$ cat config.mk
export PLATFORM = sky130hd
export DESIGN_NAME = pc_fetch_unit
export DESIGN_NICKNAME = d
export VERILOG_FILES = /design/src/rtl/pc_fetch_unit.sv
export SDC_FILE = /design/constraint.sdc
export NUM_CORES = 1
export LEC_CHECK = 0
export CAP_MARGIN = 20
export CORE_MARGIN = 8
export CORE_UTILIZATION = 35
export CTS_CLUSTER_SIZE = 28
export DETAILED_ROUTE_END_ITERATION = 8
export MAX_ROUTING_LAYER = met4
export PLACE_DENSITY = 0.71
export SYNTH_ARGS = -nofsm -noshare
export SYNTH_HDL_FRONTEND = slang
export SYNTH_SLANG_ARGS = --single-unit
$ cat constraint.sdc
create_clock -name clk -period 2.27 [get_ports clk]
set_input_delay 0.3405 -clock clk [delete_from_list [all_inputs] [get_ports clk]]
set_output_delay 0.3405 -clock clk [all_outputs]
set_load 0.02 [all_outputs]
$ cat src/rtl/pc_fetch_unit.sv
// PC fetch unit: owns the program counter, fetches from instruction memory,
// presents words to decode and applies branch-unit redirects.
module pc_fetch_unit #(
  parameter logic [31:0] RESET_VECTOR = 32'h0000_0000,
  parameter int          SQUASH_CNT_W = 16
) (
  input  logic                    clk,
  input  logic                    rst,
  input  logic                    shouldUseNewPC,
  input  logic [31:0]             branchTo,
  output logic                    fetchValid,
  output logic [31:0]             fetchAddress,
  input  logic                    fetchReady,
  input  logic                    fetchDataValid,
  input  logic [31:0]             fetchData,
  output logic                    instrValid,
  output logic [31:0]             instruction,
  output logic [31:0]             instrAddress,
  input  logic                    instrAccept,
  output logic [31:0]             pcAddress,
  output logic                    addressError,
  output logic [SQUASH_CNT_W-1:0] squashCount
);

  typedef enum logic [2:0] {
    IDLE,
    REQUEST,
    WAIT_DATA,
    ISSUE,
    FAULT
  } state_t;

  state_t                  state;
  state_t                  nstate;
  logic [31:0]             pc;
  logic [31:0]             npc;
  logic [31:0]             ia_q;
  logic [31:0]             ins_q;
  logic                    squash;
  logic                    nsquash;
  logic                    bump;
  logic                    latch;
  logic                    fv_q;
  logic                    iv_q;
  logic                    err_q;
  logic [SQUASH_CNT_W-1:0] scnt;
  logic                    misaligned;

  assign misaligned = shouldUseNewPC && (branchTo[1:0] != 2'b00);

  always_comb begin
    nstate  = state;
    npc     = pc;
    nsquash = squash;
    bump    = 1'b0;
    latch   = 1'b0;
    unique case (state)
      IDLE: begin
        nstate = REQUEST;
        if (shouldUseNewPC)
          npc = branchTo;
      end
      REQUEST: begin
        if (shouldUseNewPC) begin
          npc = branchTo;
          if (fetchReady) begin
            nstate  = WAIT_DATA;
            nsquash = 1'b1;
            bump    = 1'b1;
          end
        end else if (fetchReady) begin
          nstate = WAIT_DATA;
        end
      end
      WAIT_DATA: begin
        if (shouldUseNewPC) begin
          npc  = branchTo;
          // one outstanding response, so only the first redirect counts
          bump = !squash;
          if (fetchDataValid) begin
            nstate  = REQUEST;
            nsquash = 1'b0;
          end else begin
            nsquash = 1'b1;
          end
        end else if (fetchDataValid) begin
          if (squash) begin
            nstate  = REQUEST;
            nsquash = 1'b0;
          end else begin
            nstate = ISSUE;
            latch  = 1'b1;
          end
        end
      end
      ISSUE: begin
        if (shouldUseNewPC) begin
          npc    = branchTo;
          nstate = REQUEST;
          bump   = 1'b1;
        end else if (instrAccept) begin
          npc    = pc + 32'd4;
          nstate = REQUEST;
        end
      end
      FAULT: begin
        nstate = FAULT;
      end
      default: begin
        nstate = IDLE;
      end
    endcase
    if (misaligned && state != FAULT) begin
      nstate  = FAULT;
      npc     = pc;
      nsquash = 1'b0;
      bump    = 1'b0;
      latch   = 1'b0;
    end
  end

  always_ff @(posedge clk or negedge rst) begin
    if (!rst) begin
      state  <= IDLE;
      pc     <= RESET_VECTOR;
      squash <= 1'b0;
      fv_q   <= 1'b0;
      iv_q   <= 1'b0;
      err_q  <= 1'b0;
      ia_q   <= RESET_VECTOR;
      ins_q  <= '0;
      scnt   <= '0;
    end else begin
      state  <= nstate;
      pc     <= npc;
      squash <= nsquash;
      fv_q   <= (nstate == REQUEST);
      iv_q   <= (nstate == ISSUE);
      err_q  <= err_q | (nstate == FAULT);
      if (latch) begin
        ins_q <= fetchData;
        ia_q  <= pc;
      end
      if (bump && !(&scnt))
        scnt <= scnt + 1'b1;
    end
  end

  assign fetchValid   = fv_q;
  assign fetchAddress = pc;
  assign instrValid   = iv_q;
  assign instruction  = iv_q ? ins_q : 32'h0;
  assign instrAddress = iv_q ? ia_q : 32'h0;
  assign pcAddress    = ia_q + 32'd4;
  assign addressError = err_q;
  assign squashCount  = scnt;

endmodule

==> flow_summary.ini, run 1 <==
[clocking]
cts.path.max_buffers = 2
clk_root_buffer_cell = sky130_fd_sc_hd__clkbuf_16
clock_sinks = 119
cts-buffers-inserted = 17
tritoncts = built
clk-insertion-delay-late_ps = 420
path_clk_slew_ps = 50
clock_tree.htree_level_count = 4

[worst_setup_path]
timing.critical_path.to_type = primary output
worstReg2RegEnd = squashCount[9]
worstReg2RegStart = state[2]
critical_path.slowest_cell = sky130_fd_sc_hd__dfrtp_1
worst-path-max-fanout = 4
r2r.worst_path.cells = 5
crit_arrival_ps = 2040
critical_path.max_stage_delay_ps = 340
r2r_setup_slack_ps = 160
startpoint_type = flip-flop
timing.critical_path.cells = nand4_1 > nor4_2 > buf_4 > buf_6 > buf_6 > nand3_4 > xnor2_2 > buf_4
timing_worst_setup_path_type = reg -> out
critPathRequiredTime_ps = 1930

[die]
floorplan.initialDensity_pct = 35.64
die_h_um = 151.3
die-width_um = 151.3
coreArea_um2 = 17960
ios = 217
floorplan.rows = 49
die-area_um2 = 22880

[power]
static-leakage-power_nw = 4.559
power_frac_comb_pct = 27.9
power.share.switching_pct = 32.09
power_density_over_the_cells_nw_per_um2 = 776.7
clockPowerShare_pct = 35.3
power.switching_mw = 2.533
p_int_mw = 5.359
ir_worst_vdd_mv = 0.5727
seq_power_share_pct = 36.8

[finish]
design.final.nets = 996
synthToLayoutAreaGrowth_pct = 58.73
drive_gt1_share_pct = 26.20
fillCellCount = 1553
layout.cell_area.non_filler_um2 = 10160

[timing]
final_worst_path_cycle_share_pct = 105.0
fmax_mhz = 419.7
slew_headroom_pct = 69.87
timing.final.hold_violations = 0
timing.final.crit_period_ps = 2382
timing.clock.skew_ps = 16.97
timing.hold.ws_ps = 414.8
tightestPinTransition_ps = 452.0
rsz_0062_raised_after_global_routing = yes
setup_viol = 16
final_max_slew_viol_count = 0
finalWorstSetupSlack_ps = -112.4

[drt]
total_via_count_after_detailed_routing = 5982
detail_route.first_pass.iterations = 5
drt_iter0_drc = 345
routed_wirelength_um = 21270
drcViolationCount = 0
antenna_left = 0
avgViaCountPerCell = 5.135
post_drt_wl_per_cell_um = 18.25

[global_routing]
grt_antenna_before_repair = 1
grt_remaining_overflow = 0
first_pass_grt_wire_length_um = 32290
grt_max_degree = 68
track_usage_pct = 18.71
grt_pass1_vias = 5900

[logic_synthesis]
yosysWarnings = 0
ys_ff_latch = 119
ys_seq_area_share_pct = 46.51
syn_area_per_cell_um2 = 10.05
syn-instance-count = 637
asyncSetResetFlopFracSynth_pct = 100.0
synthFlopType = sky130_fd_sc_hd__dfrtp_1
post_synth_num_cell_types = 53
post_synth_instance_area_um2 = 6402
syn-num-nets = 710
synth_enable_flop_cells = 0

[outcome]
status = complete, but fails checks
failed_checks = setup timing

[placement]
dp_slack_ps = -266.7
place_hpwl_um = 15680
placement.cell_area_um2 = 9374
numPortBuffers = 216
gpl_congestion = 0.8898

[hold_path]
hold_path.class = in -> async

[flow_run]
cap_viol_max_count = 0
==> synth_stat cells (2+ instances only) <==
| master | count | area share (%) |
|---|---|---|
| sky130_fd_sc_hd__nand2_1 | 44 | 2.6 |
| sky130_fd_sc_hd__nor2b_1 | 3 | 0.29 |
| sky130_fd_sc_hd__o22ai_1 | 9 | 0.88 |
| sky130_fd_sc_hd__a22oi_1 | 2 | 0.23 |
| sky130_fd_sc_hd__xnor2_1 | 29 | 4.0 |
| sky130_fd_sc_hd__a31oi_1 | 6 | 0.59 |
| sky130_fd_sc_hd__inv_1 | 7 | 0.41 |
| sky130_fd_sc_hd__or4_1 | 2 | 0.23 |
| sky130_fd_sc_hd__nand2b_1 | 5 | 0.49 |
| sky130_fd_sc_hd__o21ai_0 | 20 | 1.6 |
| sky130_fd_sc_hd__and4_1 | 11 | 1.5 |
| sky130_fd_sc_hd__mux2_2 | 64 | 11 |
| sky130_fd_sc_hd__and3_1 | 5 | 0.49 |
| sky130_fd_sc_hd__nand3_1 | 38 | 3.0 |
| sky130_fd_sc_hd__dfrtp_1 | 119 | 47 |
| sky130_fd_sc_hd__a311oi_1 | 3 | 0.41 |
| sky130_fd_sc_hd__nor4_1 | 6 | 0.59 |
| sky130_fd_sc_hd__and2_1 | 71 | 6.9 |
| sky130_fd_sc_hd__nand4_1 | 17 | 1.7 |
| sky130_fd_sc_hd__o32ai_1 | 2 | 0.27 |
| sky130_fd_sc_hd__nor2_1 | 32 | 1.9 |
| sky130_fd_sc_hd__o21a_1 | 3 | 0.35 |
| sky130_fd_sc_hd__buf_1 | 5 | 0.29 |
| sky130_fd_sc_hd__or3_1 | 5 | 0.49 |
| sky130_fd_sc_hd__buf_4 | 2 | 0.23 |
| sky130_fd_sc_hd__buf_2 | 2 | 0.16 |
| sky130_fd_sc_hd__nor3_1 | 11 | 0.86 |
| sky130_fd_sc_hd__a211oi_1 | 4 | 0.47 |
| sky130_fd_sc_hd__clkbuf_1 | 29 | 1.7 |
| sky130_fd_sc_hd__a21oi_1 | 30 | 2.3 |
| sky130_fd_sc_hd__xor2_1 | 13 | 1.8 |
| sky130_fd_sc_hd__nor2_2 | 3 | 0.29 |
| sky130_fd_sc_hd__o22a_1 | 5 | 0.68 |
| sky130_fd_sc_hd__or2_2 | 2 | 0.20 |
| sky130_fd_sc_hd__a2bb2oi_1 | 8 | 1.1 |
| sky130_fd_sc_hd__ha_1 | 3 | 0.59 |
==> cell type report <==
class	count	area, µm²	area share [%]
Multi-Input combinational cell	473	3408	33.54
Sequential cell	119	2978	29.30
Timing Repair Buffer	305	2856	28.11
Clock buffer	22	454.2	4.469
Tap cell	229	286.5	2.820
Clock inverter	9	150.1	1.477
Inverter	7	26.28	0.2586
Antenna cell	1	2.502	0.02462
==> power by group through the flow <==
stage / Sequential (mW) / Clock [mW] / Combinational (mW)
after floorplan: 3.16 / 0 / 0.674
after global placement: 2.91 / 0 / 2.18
after detailed placement: 2.92 / 0 / 2.20
after CTS: 2.89 / 2.84 / 2.21
after global routing: 2.96 / 2.93 / 2.35
final: 2.91 / 2.78 / 2.20
==> how the worst max path moves through the flow <==
stage / startpoint / endpoint / slack (ps)
4_1_cts: ia_q[10] / pcAddress[24] / -150
3_5_place_dp: branchTo[1] / squashCount[10] / -270
6_report: ia_q[4] / pcAddress[21] / -110
3_3_place_gp: branchTo[1] / squashCount[12] / -230
2_1_floorplan: ia_q[2] / pcAddress[26] / 90
5_1_grt: ia_q[4] / pcAddress[21] / -230
==> stage by stage <==
stage | std cells | power (mW) | util [%] | TNS, ps
global placement | 1124 | 5.093 | 52.18 | -3405
global route | 1165 | 8.248 | 56.57 | -2895
finish | 1165 | 7.893 | 56.57 | -924.9
CTS | 1160 | 7.939 | 55.81 | -1064
detailed placement | 1124 | 5.117 | 52.18 | -4414
floorplan | 637 | 3.834 | - | 0
==> logic make-up (layout without fill, tap and decap cells) <==
| logic type | count (synthesis) | count (layout) | share of synthesized area [%] |
|---|---|---|---|
| multiplexers | 64 | 64 | 11.26 |
| flip-flops | 119 | 119 | 46.51 |
| adder cells (fa/ha/maj) | 3 | 3 | 0.5863 |
| AND/OR/NAND/NOR | 264 | 264 | 22.81 |
| buffers and inverters | 45 | 343 | 2.795 |
| XOR/XNOR | 42 | 42 | 5.746 |
| other | 0 | 1 | 0 |
| AO/OA/AOI/OAI | 100 | 100 | 10.30 |
==> metal layers <==
metal / share of wire [%] / vias to the layer above / GRT usage [%]
met5: 0 / - / -
li1: - / 2852 / -
met1: 41 / 2904 / 22.83
met4: 2.3 / 0 / 7.768
met3: 5.7 / 30 / 3.316
met2: 50 / 196 / 30.09
==> flip-flops by register name (all words and copies together), names as in the netlist <==
name / count
addressError: 1
fetchAddress: 32
fetchValid: 1
ia_q: 32
ins_q: 32
instrValid: 1
squash: 1
squashCount: 16
state: 3
==> layout by cell type, fill, tap and decap left out, types with 7 or more instances in the layout <==
master and count:
sky130_fd_sc_hd__clkdlybuf4s50_1 187, sky130_fd_sc_hd__dfrtp_1 119, sky130_fd_sc_hd__buf_4 94, sky130_fd_sc_hd__and2_1 71
sky130_fd_sc_hd__mux2_2 64, sky130_fd_sc_hd__nand2_1 39, sky130_fd_sc_hd__nand3_1 33, sky130_fd_sc_hd__a21oi_1 30
sky130_fd_sc_hd__nor2_1 27, sky130_fd_sc_hd__xnor2_1 22, sky130_fd_sc_hd__o21ai_0 20, sky130_fd_sc_hd__nand4_1 17
sky130_fd_sc_hd__clkbuf_16 17, sky130_fd_sc_hd__xor2_1 13, sky130_fd_sc_hd__and4_1 11, sky130_fd_sc_hd__o22ai_1 9
sky130_fd_sc_hd__nor3_1 9, sky130_fd_sc_hd__buf_6 9, sky130_fd_sc_hd__a2bb2oi_1 8, sky130_fd_sc_hd__nor2_2 7
sky130_fd_sc_hd__inv_1 7, sky130_fd_sc_hd__xnor2_2 7
==> critical path: cells and delay by family (launching register included) <==
family                    cells  cell delay [ps]
xor gates and xnor gates      1              130
buffers and inverters         4              580
DFF                           1              340
and+or+nand+nor               3              590
==> timing repair <==
item,in CTS,in global routing
buffers inserted,4,5
endpoints found under the hold margin,29,0
setup endpoints to repair,26,37
resized for setup,122,40
pin swaps,7,30
gates cloned,0,0
hold buffers,1,0
No activity file was read; power rests on OpenSTA's default activity.
==> run 2, diff against run 1 <==
--- a/config.mk
+++ b/config.mk
@@ -7,11 +7,12 @@
 export LEC_CHECK = 0
 export CAP_MARGIN = 20
 export CORE_MARGIN = 8
-export CORE_UTILIZATION = 35
+export CORE_UTILIZATION = 42
 export CTS_CLUSTER_SIZE = 28
 export DETAILED_ROUTE_END_ITERATION = 8
 export MAX_ROUTING_LAYER = met4
-export PLACE_DENSITY = 0.71
+export PLACE_DENSITY = 0.82
+export RECOVER_POWER = 25
 export SYNTH_ARGS = -nofsm -noshare
 export SYNTH_HDL_FRONTEND = slang
 export SYNTH_SLANG_ARGS = --single-unit
==> flow_summary.ini, run 2 (synthesis results as in run 1) <==
[global_routing]
gr-max-usage-layer = met2
grt_pass1_vias = 5963
grt_remaining_overflow = 0
first_pass_grt_wire_length_um = 32350
grt_util_met3_pct = 4.343
grt_antenna_before_repair = 0
grt_max_degree = 68
gr-usage-met2_pct = 35.46
track_usage_pct = 21.26
grtUsageMet1_pct = 25.19

[power]
power.total_mw = 7.790
static-leakage-power_nw = 4.473
ir_worst_vdd_mv = 0.5914
power_density_over_the_cells_nw_per_um2 = 781.4

[clocking]
tritoncts = built
clock_sinks = 119
path_clk_slew_ps = 60
clock_tree.htree_level_count = 4
clk-insertion-delay-late_ps = 410
cts.path.max_buffers = 2
clk_root_buffer_cell = sky130_fd_sc_hd__clkbuf_16
cts-buffers-inserted = 17

[finish]
antennaDiodeCount = 0
cell_count_final_fillers_out = 1116
final_common_cell = sky130_fd_sc_hd__clkdlybuf4s50_1
fillCellCount = 1164
layout.cells.most_common_list = sky130_fd_sc_hd__clkdlybuf4s50_1, sky130_fd_sc_hd__dfrtp_1, sky130_fd_sc_hd__buf_4, sky130_fd_sc_hd__and2_1, sky130_fd_sc_hd__mux2_2
drive_gt1_share_pct = 25.32
layout.area.seq_um2 = 2978
design.final.nets = 989
area_taken_by_multi_input_logic_gates_um2 = 3368
synthToLayoutAreaGrowth_pct = 55.72

[worst_setup_path]
most_prevalent_standard_cell_on_the_critical_path = sky130_fd_sc_hd__buf_4
timing.critical_path.cells = nand4_1 > nor4_2 > buf_4 > buf_6 > nand2_4 > nor2_4 > xor2_1 > buf_4
critical_path.slowest_cell = sky130_fd_sc_hd__dfrtp_1
timing.critical_path.to_type = primary output
critical_path.max_stage_delay_ps = 350
crit_arrival_ps = 2090
timing_worst_setup_path_type = reg -> out
startpoint_type = flip-flop
worst-path-max-fanout = 4
critPathRequiredTime_ps = 1930

[die]
coreArea_um2 = 15030
floorplan.initialDensity_pct = 42.59
die_h_um = 139.5
die-area_um2 = 19450
floorplan.rows = 45
die-width_um = 139.5
ios = 217

[outcome]
failed_checks = setup timing
status = complete, but fails checks

[drt]
avgViaCountPerCell = 5.353
antenna_left = 0
detail_route.first_pass.iterations = 5
total_via_count_after_detailed_routing = 5974
post_drt_wl_per_cell_um = 18.28
routed_wirelength_um = 20400
drt_iter0_drc = 440
drcViolationCount = 0

[timing]
tightestPinTransition_ps = 902.6
timing.final.crit_period_ps = 2435
final_max_slew_viol_count = 0
rsz_0062_raised_after_global_routing = yes
timing.final.hold_violations = 0
timing.clock.skew_ps = 6.978
fmax_mhz = 410.6
setup_viol = 13
final_worst_path_cycle_share_pct = 107.3
finalWorstSetupSlack_ps = -165.3
slew_headroom_pct = 39.83

[placement]
place_hpwl_um = 15120
placed_cells = 1082
numPortBuffers = 216
gpl_congestion = 0.9197

[flow_run]
cap_viol_max_count = 0

[hold_path]
hold_path.class = in -> reg
[run 2: cell types whose count changed in the layout (fill, tap and decap cells not counted), sizes merged]
cell / change
clkdlybuf4s50: -2
buf: -9
bufinv: -1
clkbuf: -3
dlygate4sd3: +1
clkinvlp: +1
dlygate4sd2: +1
diode: -1
clkinv: +5
[run 2: report_power, final]
part / total, mW / internal, mW / switching [mW]
clock network: 2.67 / 1.71 / 0.966
registers: 2.89 / 2.44 / 0.444
logic: 2.23 / 1.07 / 1.17
total: 7.79 / 5.21 / 2.58
[run 2: timing repair]
action                                 in CTS  in global routing
resized for setup                         131                 27
pin swaps                                  10                 19
setup buffers                               2                  2
setup endpoints to repair                  27                 26
hold buffers                                1                  0
endpoints found under the hold margin      27                  0
[run 2: area by class of cell]
| cell class | count | share of cell area [%] |
|---|---|---|
| Multi-Input combinational cell | 473 | 33.79 |
| Timing Repair Buffer | 298 | 27.85 |
| Tap cell | 188 | 2.359 |
| Clock buffer | 17 | 4.267 |
| Inverter | 7 | 0.2636 |
| Sequential cell | 119 | 29.87 |
| Clock inverter | 14 | 1.606 |
[run 2: worst max-delay path: cells and delay by family, from the launching register on]
| family | cells | cell delay, ps |
|---|---|---|
| AND/OR/NAND/NOR | 4 | 720 |
| XOR/XNOR | 1 | 150 |
| flip-flops | 1 | 350 |
| buffers and inverters | 3 | 460 |
[run 2: path summary, 6_finish.rpt]
kind	to	slack, ps	startpoint	cells past startpoint
setup / recovery	pcAddress[29]	-170	ia_q[10]	8
hold / removal	fetchAddress[2]	470	branchTo[2]	3
setup reg to reg	squashCount[10]	120	state[2]	5
hold reg to reg	addressError	480	addressError	1
max in group asynchronous	ia_q[10]	260	rst	3
min in group asynchronous	squashCount[13]	570	rst	2
[run 2: through the flow]
step / utilization, % / cell area (µm²) / setup slack (ps) / setup TNS, ps / hold slack [ps]
detailed placement: 61.96 / 9315 / -275.9 / -4590 / 295.8
global placement: 61.96 / 9315 / -220.8 / -3008 / 295.5
CTS: 65.93 / 9911 / -174.4 / -1187 / 401.9
floorplan: - / 6415 / 87.11 / 0 / 44.91
global route: 66.32 / 9970 / -289.5 / -5284 / 511.0
finish: 66.32 / 9970 / -165.3 / -1176 / 469.5
[run 2: per-layer routing]
metal / up-vias / wire length (µm)
li1: 2838 / -
met1: 2917 / 8587
met2: 185 / 10220
met3: 34 / 1080
met4: 0 / 504
met5: - / 0
